`src/rtl/digit_serial_adder_pkg.sv`:
```
// Shared types and elaboration helpers for the digit-serial adder/subtractor.
package digit_serial_adder_pkg;

  typedef enum logic [1:0] {
    IDLE = 2'd0,
    RUN  = 2'd1,
    FIN  = 2'd2
  } state_t;

  // Number of digit steps per operation; guards against a zero digit so the
  // elaboration check in the top can report the real problem.
  function automatic int calc_ndig(input int width, input int digit);
    return (digit > 0) ? (width / digit) : 1;
  endfunction

  // Digit index width, clog2(NDIG), kept at least one bit for DIGIT == WIDTH.
  function automatic int calc_idx_w(input int width, input int digit);
    int n;
    n = calc_ndig(width, digit);
    return (n > 1) ? $clog2(n) : 1;
  endfunction

endpackage

```
`src/rtl/digit_serial_adder_digit_adder.sv`:
```
// Combinational DIGIT-wide adder with carry in/out; one digit step of the datapath.
module digit_adder #(
  parameter int DIGIT = 4
) (
  input  logic [DIGIT-1:0] a,
  input  logic [DIGIT-1:0] b,
  input  logic             cin,
  output logic [DIGIT-1:0] sum,
  output logic             cout
);

  assign {cout, sum} = {1'b0, a} + {1'b0, b} + {{DIGIT{1'b0}}, cin};

endmodule

```
`src/rtl/digit_serial_adder.sv`:
```
// Multi-cycle adder/subtractor processing DIGIT bits per clock with start/done handshake.
// Optional signed-overflow output enabled by defining DIGIT_SERIAL_ADDER_OVF_EN.
module digit_serial_adder
  import digit_serial_adder_pkg::*;
#(
  parameter int WIDTH = 16,
  parameter int DIGIT = 4
) (
  input  logic             CLK,
  input  logic             RST,
  input  logic             START,
  input  logic [WIDTH-1:0] A,
  input  logic [WIDTH-1:0] B,
  input  logic             CIN,
  input  logic             SUB,
  output logic             BUSY,
  output logic             DONE,
  output logic [WIDTH-1:0] SUM,
  output logic             COUT,
  output logic             OVF
);

  localparam int NDIG  = calc_ndig(WIDTH, DIGIT);
  localparam int IDX_W = calc_idx_w(WIDTH, DIGIT);
  localparam logic [IDX_W-1:0] LAST_K = IDX_W'(NDIG - 1);

  if (DIGIT < 1) begin : g_bad_digit
    $error("digit_serial_adder: DIGIT must be at least 1");
  end else if (((WIDTH % DIGIT) != 0) || (WIDTH < DIGIT)) begin : g_bad_width
    $error("digit_serial_adder: WIDTH must be a non-zero multiple of DIGIT");
  end

  state_t           state;
  state_t           state_next;
  logic [WIDTH-1:0] a_reg;
  logic [WIDTH-1:0] b_reg;
  logic [WIDTH-1:0] acc;
  logic [WIDTH-1:0] acc_next;
  logic             carry;
  logic             sub_reg;
  logic [IDX_W-1:0] k;
  logic             accept;
  logic             last_digit;
  logic [DIGIT-1:0] a_dig;
  logic [DIGIT-1:0] b_dig;
  logic [DIGIT-1:0] d_sum;
  logic             d_cout;

  // START is only honoured outside the digit loop; FIN accepts back-to-back.
  assign accept     = START && ((state == IDLE) || (state == FIN));
  assign last_digit = (state == RUN) && (k == LAST_K);

  // NOTE: sequential state uses non-blocking assignments so every register
  // samples its inputs from before the edge, independent of statement order.
  always_ff @(posedge CLK) begin
    if (RST) state <= IDLE;
    else     state <= state_next;
  end

  // NOTE: default assignment first so no path through the case leaves
  // state_next unassigned, which would otherwise infer a latch.
  always_comb begin
    state_next = state;
    case (state)
      IDLE:    if (START) state_next = RUN;
      RUN:     if (last_digit) state_next = FIN;
      FIN:     state_next = START ? RUN : IDLE;
      default: state_next = IDLE;
    endcase
  end

  always_comb begin
    BUSY = 1'b0;
    DONE = 1'b0;
    case (state)
      RUN:     BUSY = 1'b1;
      FIN:     DONE = 1'b1;
      default: ;
    endcase
  end

  assign a_dig = a_reg[k*DIGIT +: DIGIT];
  assign b_dig = b_reg[k*DIGIT +: DIGIT];

  digit_adder #(.DIGIT(DIGIT)) u_digit_adder (
    .a    (a_dig),
    .b    (b_dig),
    .cin  (carry),
    .sum  (d_sum),
    .cout (d_cout)
  );

  always_comb begin
    acc_next                   = acc;
    acc_next[k*DIGIT +: DIGIT] = d_sum;
  end

  // Subtraction is A + ~B + ~borrow; the carry is re-inverted into a borrow on output.
  // NOTE: every datapath register is cleared on reset so an aborted operation
  // leaves no stale operands or partial sums behind.
  always_ff @(posedge CLK) begin
    if (RST) begin
      a_reg   <= '0;
      b_reg   <= '0;
      acc     <= '0;
      carry   <= 1'b0;
      sub_reg <= 1'b0;
      k       <= '0;
      SUM     <= '0;
      COUT    <= 1'b0;
    end else if (accept) begin
      a_reg   <= A;
      b_reg   <= SUB ? ~B : B;
      carry   <= SUB ? ~CIN : CIN;
      sub_reg <= SUB;
      k       <= '0;
      acc     <= '0;
    end else if (state == RUN) begin
      acc   <= acc_next;
      carry <= d_cout;
      k     <= last_digit ? '0 : k + IDX_W'(1);
      if (last_digit) begin
        SUM  <= acc_next;
        COUT <= sub_reg ? ~d_cout : d_cout;
      end
    end
  end

`ifdef DIGIT_SERIAL_ADDER_OVF_EN
  logic ovf_reg;

  always_ff @(posedge CLK) begin
    if (RST) begin
      ovf_reg <= 1'b0;
    end else if (last_digit && !accept) begin
      ovf_reg <= (a_reg[WIDTH-1] == b_reg[WIDTH-1]) &&
                 (acc_next[WIDTH-1] != a_reg[WIDTH-1]);
    end
  end

  assign OVF = ovf_reg;
`else
  assign OVF = 1'b0;
`endif

endmodule

```
`config.mk`:
```
export PLATFORM = sky130hd
export DESIGN_NAME = digit_serial_adder
export DESIGN_NICKNAME = d
export VERILOG_FILES = /design/src/rtl/digit_serial_adder_pkg.sv /design/src/rtl/digit_serial_adder_digit_adder.sv /design/src/rtl/digit_serial_adder.sv
export SDC_FILE = /design/constraint.sdc
export NUM_CORES = 1
export LEC_CHECK = 0
export CORE_AREA = 2 2 86 88
export CTS_BUF_LIST = sky130_fd_sc_hd__clkbuf_4
export DETAILED_ROUTE_END_ITERATION = 8
export DIE_AREA = 0 0 88 90
export PLACE_DENSITY = 0.73
export SYNTH_ARGS = -nofsm -noshare
export SYNTH_HDL_FRONTEND = slang
export SYNTH_HIERARCHICAL = 1
export SYNTH_SLANG_ARGS = --single-unit
export TNS_END_PERCENT = 50
```
`constraint.sdc`:
```
create_clock -name CLK -period 3.8 [get_ports CLK]
set_clock_uncertainty 0.15 [all_clocks]
set_input_delay 0.76 -clock CLK [delete_from_list [all_inputs] [get_ports CLK]]
set_output_delay 0.76 -clock CLK [all_outputs]
set_load 0.05 [all_outputs]
```
---- Word level (Yosys, flattened, before mapping) ----
Cells that the tools add are included.
word-level totals
  bits in registers ....................... 71
  input bits .............................. 37
  output and inout port bits .............. 20
  word-level logic and storage cells ...... 47
operators by class
  add/sub/neg operators ................... 4
  equality and inequality tests ........... 5
  shift-type cells ........................ 4
  multiplexer cells ....................... 13
  bitwise logic cells ..................... 4
  reductions and logical operators ........ 8
operators with widths
  kind                                                                      number
  4-bit negator with 34-bit output                                          1
  4-bit by 34-bit variable shift with 16-bit output (first input constant)  1
  4-bit by 34-bit indexed part select with 16-bit output                    1
  16-bit by 5-bit indexed part select with 4-bit output                     2
  16-bit bitwise mux                                                        1
  16-bit 2-to-1 mux                                                         1
  16-bit inverter                                                           1
  1-bit 2-to-1 mux                                                          7
  2-bit 2-to-1 mux                                                          3
  2-bit one-hot mux with 3 select lines                                     1
  4-bit by 4-bit adder with 5-bit output                                    1
  5-bit by 1-bit adder with 5-bit output                                    1
  2-bit equality test (second input constant)                               2
  2-bit != test (second input constant)                                     2
  1-bit inverter                                                            3
  3-bit AND reduction                                                       1
  2-bit by 1-bit adder with 2-bit output (second input constant)            1
  2-bit by 1-bit equality test with 1-bit output (second input constant)    1
  1-bit logical AND                                                         2
  2-bit zero test                                                           1
  2-bit AND reduction                                                       1
  2-bit nonzero test                                                        1
  2-bit OR reduction                                                        1
  1-bit logical OR                                                          1

---- Longest topological paths before layout ----
Gate-level depths: netlist (run 1).
  depth in word-level cells ............... 5
  mapped depth ............................ 10
  gate-level depth less buffers ........... 9

---- By module ----
The synthesis (run 1) kept the hierarchy.
by module, submodules not included
  module              instances  cells each  area an instance (um^2)  seq. area each (um^2)
  digit_serial_adder  1          318         3,224.3                  1,341.3
  digit_adder         1          16          143.9                    0.0

---- Worst setup path after synthesis (run 1) ----
No wires, ideal clock.
  kind .................................... register to register
  start ................................... register k[0]
  end ..................................... register SUM[11]
  setup time .............................. 0.088 ns
  arrival time ............................ 2.638 ns
  required time ........................... 3.562 ns
  slack ................................... 0.924 ns
  stages on the path, launching flop included .. 9
  path buffers ............................ 1
  clock period less this slack ............ 2.876 ns
  path through ............................ dfxtp_1 buf_4 mux4_2 fa_1 a21o_1 a21oi_2 xnor2_1 nand4b_1 a311oi_2
between the ends
  cells in the longest elaborated chain, start to end .. 5
  elaborated cells between the ends (all ways) .. 11
  classes of those cells .................. add/sub (3); eq/ne (1); shift (4); mux (1); reduce/logical (2)
ends and longest elaborated chain
  what                                                    RTL line                              RTL
  start, declared                                         digit_serial_adder.sv:41              logic [IDX_W-1:0] k;
  start signal, assigned                                  digit_serial_adder.sv:121             k <= last_digit ? '0 : k + IDX_W'(1);
  16-bit by 5-bit indexed part select with 4-bit output   digit_serial_adder.sv:82              assign a_dig = a_reg[k*DIGIT +: DIGIT];
  via a_dig[0]                                            digit_serial_adder.sv:44              logic [DIGIT-1:0] a_dig;
  4-bit by 4-bit adder with 5-bit output                  digit_serial_adder_digit_adder.sv:12  assign {cout, sum} = {1'b0, a} + {1'b0, b} + {{DIGIT{1'b0}}, cin};
  5-bit by 1-bit adder with 5-bit output                  digit_serial_adder_digit_adder.sv:12
  via d_sum[3]                                            digit_serial_adder.sv:46              logic [DIGIT-1:0] d_sum;
  4-bit by 34-bit indexed part select with 16-bit output  digit_serial_adder.sv:95              acc_next[k*DIGIT +: DIGIT] = d_sum;
  16-bit bitwise mux                                      digit_serial_adder.sv:95
  end signal, assigned                                    digit_serial_adder.sv:123             SUM <= acc_next;
  end, declared                                           digit_serial_adder.sv:18              output logic [WIDTH-1:0] SUM,
The timed path passes the listed nets, and every way through them passes these cells.
A chain may end at the register's enable or synchronous reset.

---- Final worst setup path (run 1) ----
  start ................................... register state[0]
  end ..................................... output port BUSY
between the ends
  cells in the longest elaborated chain, start to end .. 2
ends and longest elaborated chain
  what                                            RTL line                  RTL
  start, declared                                 digit_serial_adder.sv:33  state_t state;
  start signal, assigned                          digit_serial_adder.sv:57  else state <= state_next;
  2-bit by 1-bit equality test with 1-bit output  digit_serial_adder.sv:75  case (state)
  1-bit 2-to-1 mux                                digit_serial_adder.sv:75
  end, declared                                   digit_serial_adder.sv:16  output logic BUSY,
Every way passes these cells.

==> results of run 1 <==
==> synthesized netlist by cell type, drive strengths merged <==
| master | count | area share |
|---|---|---|
| o21ai | 2 | 0.0030 |
| or3 | 1 | 0.0019 |
| buf | 27 | 0.057 |
| nor2 | 39 | 0.043 |
| a211oi | 18 | 0.062 |
| mux4 | 8 | 0.053 |
| a221oi | 8 | 0.036 |
| a311oi | 5 | 0.015 |
| nand4b | 4 | 0.010 |
| a21oi | 24 | 0.037 |
| nand2b | 8 | 0.016 |
| nor2b | 4 | 0.0082 |
| nand2 | 42 | 0.047 |
| dfxtp | 67 | 0.40 |
| and4bb | 2 | 0.0074 |
| ha | 8 | 0.030 |
| a22o | 4 | 0.010 |
| nand3 | 4 | 0.0059 |
| nand4bb | 1 | 0.0048 |
| and4b | 1 | 0.0030 |
| inv | 9 | 0.010 |
| clkbuf | 1 | 0.0011 |
| conb | 1 | 0.0011 |
| and3b | 1 | 0.0026 |
| nor3b | 1 | 0.0056 |
| nor3 | 8 | 0.024 |
| a32oi | 8 | 0.021 |
| nand3b | 4 | 0.013 |
| fa | 2 | 0.012 |
| nor4b | 1 | 0.0071 |
| xor2 | 1 | 0.0026 |
| a21o | 1 | 0.0022 |
| xnor2 | 19 | 0.049 |
==> final cells by class <==
| cell class | count | share of cell area |
|---|---|---|
| multi-input cells | 230 | 0.448 |
| flip-flops and latches | 67 | 0.334 |
| repair buffers | 62 | 0.149 |
| well taps | 99 | 0.0308 |
| clock buffers | 10 | 0.0187 |
| clock inverters | 4 | 0.0109 |
| inverters | 9 | 0.00841 |
==> path summary, 6_finish.rpt <==
kind / slack [ns] / start / cells past startpoint / endpoint
worst min-delay path: 0.31 / a_reg[9]$_SDFFE_PP0P_ / 2 / a_reg[9]$_SDFFE_PP0P_
worst min register to register: 0.31 / a_reg[9]$_SDFFE_PP0P_ / 2 / a_reg[9]$_SDFFE_PP0P_
worst max-delay path: 0.56 / state[0]$_SDFFE_PP0P_ / 3 / BUSY
worst max register to register: 0.90 / k[0]$_SDFFE_PP0P_ / 8 / SUM[10]$_SDFFE_PP0P_
==> logic make-up after synthesis <==
family | count (synthesis)
AOI/OAI and AO/OA | 70
xor gates and xnor gates | 20
adders and majority gates | 10
buffers and inverters | 37
DFF | 67
muxes | 8
other | 1
and+or+nand+nor | 121
==> worst register-to-register path, stage by stage (launching register included) <==
cell and delay, ns:
dfxtp_1 0.48, buf_4 0.26, mux4_2 0.23, fa_1 0.20, inv_1 0.06, fa_1 0.41
xnor2_1 0.59, nand4b_1 0.17, a311oi_1 0.26
==> power breakdown <==
| part | internal [W] | switching [W] | total [W] |
|---|---|---|---|
| Sequential | 0.000733 | 0.0000215 | 0.000754 |
| Clock | 0.000197 | 0.000236 | 0.000433 |
| Combinational | 0.000114 | 0.000149 | 0.000263 |
| Total | 0.00104 | 0.000406 | 0.00145 |
==> routing by layer <==
layer / track usage / vias to the layer above / wire length [um]
met3: 0.0422 / 8 / 259
met5: 0 / - / 0
li1: - / 1268 / -
met4: 0.0615 / 0 / 102
met1: 0.242 / 1170 / 3140
met2: 0.291 / 57 / 3180
==> layout by cell type (no fill, tap or decap), types with 2 or more instances in the layout <==
cell             count
clkdlybuf4s50_1     54
a32oi_1              8
nand2_1             42
clkinv_2             2
nand3_1              4
a211oi_1             3
nand4b_1             4
a211oi_2            15
a221oi_2             8
nand3b_1             3
buf_4                7
clkbuf_4            10
ha_1                 8
fa_1                 2
inv_1                8
nor2_1              39
nor2b_1              3
dfxtp_1             67
and4bb_1             2
mux4_2               8
nand2b_1             7
nor3_2               8
a22o_1               4
a21oi_1             23
o21ai_0              2
xnor2_1             19
a311oi_1             4
==> through the flow <==
step	util	total power, W	worst slack (ns)
CTS	0.572	0.00146	0.541
finish	0.572	0.00145	0.560
floorplan	-	0.000961	0.924
global placement	0.555	0.00103	0.971
detailed placement	0.555	0.00103	0.916
global route	0.572	0.00152	0.448
==> reports/metrics.cfg, run 1 <==
[status]
outcome=completed

[worst_setup_path]
worstPathArrival_ns=2.33
worst_path_largest_cell_delay_ns=0.86
crit_family=buffers and inverters
path_buf_inv=2
worst_setup_path_end_kind=output pin
crit_type=reg2out
crit_path_start_kind=register
critPathSlowestCell=clkdlybuf4s50_1
path_cells=nand2b_2 > inv_2 > clkdlybuf4s50_1
cp.required_ns=2.89
crit_fanout=15

[global_route]
grt_pass1_vias=2472
overflow=0
antenna_found_initial=0
grtUsageTotal=0.183
grt_pass1_wl_mm=11.4
grt_max_degree=32

[floorplan]
row_count=31
die_y_um=90
design.core.area_um2=7020
ios=57
start_util=0.480
dieArea_um2=7920
chipWidth_um=88

[logic_synthesis]
synth-simple-area-share=0.199
syn_area_um2=3370
ys_seq_area_frac=0.398
synthCells=334
synth.distinct_cells=43
yosysWarnings=6
synth_xor_area_frac=0.0520
ys_seq_elements=67
synth_nets=381
synth_area_per_cell_um2=10.1
synth-compound-area-share=0.186
muxShareOfSynthArea=0.0535
synthAdderAreaFrac=0.0416
synth_top_family_by_area=simple AND/OR/NAND/NOR gates

[clock_tree]
cts_root_buf=clkbuf_4
clock_path_buffers=2
htreeDepth=3
numCtsBuffers=9
tritoncts=done
clock-sinks=67
post_cts_buffers=0
clkTransAtPathRegs_ns=0.10
cts_resized=0
clock_latency_ns=0.40
ctsHoldBuffers=0

[sta]
rsz0062_at_grt=false
finalSetupTns_ns=0
period_share=0.853
period_needed_ns=3.24
max_slew_margin=0.507
hold_violations=0
holdWs_ns=0.306
clock.fmax_mhz=309
setup_violations=0
worstMarginPinSlew_ns=0.734
slew_violations=0

[drt]
vias=2503
drt_iter0_drc=161
drt-pass1-iter-count=4
ant_nets=0
drc_errors=0
wl_per_cell_um=13.9
vias_per_cell=5.20
wirelength_mm=6.68

[placement]
portBuffers=55
place_area_um2=3900
dp_hpwl_mm=4.83
routabilityCongestion=0.864
place_inst=467

[layout]
design_area_um2=4020
drive_above_1_share=0.181
antennaDiodeCount=0
synthToLayoutAreaGrowth_pct=19.3
ff_latch_area_um2=1340
multi_input_area_um2=1800
fin_nets=426
final_cells=481
fillerInstances=653

[power_and_ir_drop]
p_leak_nw=1.45
ir_drop_v=0.000191
power_density_nw_per_um2=361

[flow_run]
drv_cap=0

[worst_hold_path]
min_path_type=reg2reg

No activity file was read; power rests on OpenSTA's default activity.
==> run 2: changes to the inputs <==
==> constraint.sdc (replaced) <==
create_clock -name CLK -period 3.85 [get_ports CLK]
set_clock_uncertainty 0.15 [all_clocks]
set_input_delay 0.77 -clock CLK [delete_from_list [all_inputs] [get_ports CLK]]
set_output_delay 0.77 -clock CLK [all_outputs]
set_load 0.05 [all_outputs]
==> run 2 against run 1 <==
Net effect:
- core utilization down 0.52 points
- combinational power fell by 2%
- hold slack better by 0.0044 ns
- sequential share of layout area increased by 0.30 points
- critical endpoint unchanged
- largest power group unchanged
==> reports/metrics.cfg, run 2 (synthesis gave the netlist of run 1 again) <==
[status]
outcome=completed

[layout]
final_cells=480
synthToLayoutAreaGrowth_pct=18.2
fin_nets=425
antennaDiodeCount=0
drive_above_1_share=0.176
most-common-layout-cells=dfxtp_1, clkdlybuf4s50_1, nand2_1, nor2_1, a21oi_1
final_common_cell=dfxtp_1

[global_route]
antenna_found_initial=0
grt_pass1_wl_mm=11.5
grt_pass1_vias=2497
grt_max_degree=32
grtUsageTotal=0.184
overflow=0

[sta]
hold_violations=0
rsz0062_at_grt=false
finalSetupTns_ns=0
setup_violations=0
period_needed_ns=3.25
clock.fmax_mhz=308
max_slew_margin=0.471
slew_violations=0
period_share=0.844
worstMarginPinSlew_ns=0.788
holdWs_ns=0.310

[clock_tree]
ctsHoldBuffers=0
cts_resized=0
cts_root_buf=clkbuf_4
clkTransAtPathRegs_ns=0.10
clock-sinks=67
post_cts_buffers=0
htreeDepth=3
clock_latency_ns=0.41
numCtsBuffers=9
clock_path_buffers=2
tritoncts=done

[power_and_ir_drop]
power_density_nw_per_um2=341
ir_drop_v=0.000176
p_leak_nw=1.43

[worst_setup_path]
crit_fanout=15
critPathSlowestCell=clkdlybuf4s50_1
crit_type=reg2out
crit_path_start_kind=register
cp.required_ns=2.93
worstPathArrival_ns=2.33
path_cells=nand2b_2 > inv_2 > clkdlybuf4s50_1
worst_setup_path_end_kind=output pin
worst_path_largest_cell_delay_ns=0.86

[drt]
vias=2487
drt-pass1-iter-count=4
wirelength_mm=6.61
wl_per_cell_um=13.8
drt_iter0_drc=141
vias_per_cell=5.18
drc_errors=0
ant_nets=0

[floorplan]
design.core.area_um2=7020
ios=57
row_count=31
dieArea_um2=7920
die_y_um=90
start_util=0.480
chipWidth_um=88

[placement]
dp_hpwl_mm=4.72
portBuffers=55
place_inst=466
routabilityCongestion=0.821

[worst_hold_path]
min_path_type=reg2reg

[flow_run]
drv_cap=0

run 2: cell types whose count changed in the layout (fill, tap and decap cells not counted), sizes merged:
cell    previous run  this run
clkinv             3         5
buf                8         7
bufinv             1         0
clkbuf            10         9
run 2: through the flow:
step	cell area, um2	util	setup slack (ns)	total power [W]
after global placement	3890	0.554	0.805	0.00101
after global routing	3980	0.567	0.483	0.00142
after floorplan	3370	-	0.974	0.000949
after detailed placement	3890	0.554	0.733	0.00102
after CTS	3980	0.567	0.580	0.00137
final	3980	0.567	0.599	0.00136
run 2: final cells by class:
type | count | area, um2
inverter | 9 | 33.8
sequential | 67 | 1340
timing repair buffer | 61 | 591
clock inverter | 5 | 22.5
fill | 629 | 3040
multi-input combinational | 230 | 1800
tap | 99 | 124
clock buffer | 9 | 67.6
run 2: final timing paths:
| kind | from | end | slack [ns] | depth (start not counted) |
|---|---|---|---|---|
| max | state[0]$_SDFFE_PP0P_ | BUSY | 0.60 | 3 |
| min | SUM[13]$_SDFFE_PP0P_ | SUM[13]$_SDFFE_PP0P_ | 0.31 | 2 |
| max reg2reg | k[1]$_SDFFE_PP0P_ | SUM[11]$_SDFFE_PP0P_ | 0.72 | 7 |
| min reg2reg | SUM[13]$_SDFFE_PP0P_ | SUM[13]$_SDFFE_PP0P_ | 0.31 | 2 |
run 2: metal layers:
metal | share of wire | global-route usage
met1 | 0.46 | 0.237
met2 | 0.47 | 0.292
met3 | 0.044 | 0.0376
met4 | 0.022 | 0.0859
met5 | 0 | 0
run 2: critical path, delay by kind of cell, from the launching register on:
kind                   cells  cell delay (ns)
buffers and inverters      2             1.13
DFF                        1             0.62
and+or+nand+nor            1             0.17
run 2: report_power, final:
group / internal, W / total, W / leakage, nW / switching (W)
logic: 0.000112 / 0.000258 / 0.824 / 0.000146
registers: 0.000723 / 0.000745 / 0.547 / 0.0000219
clock network: 0.000118 / 0.000353 / 0.0563 / 0.000235
total: 0.000954 / 0.00136 / 1.43 / 0.000403
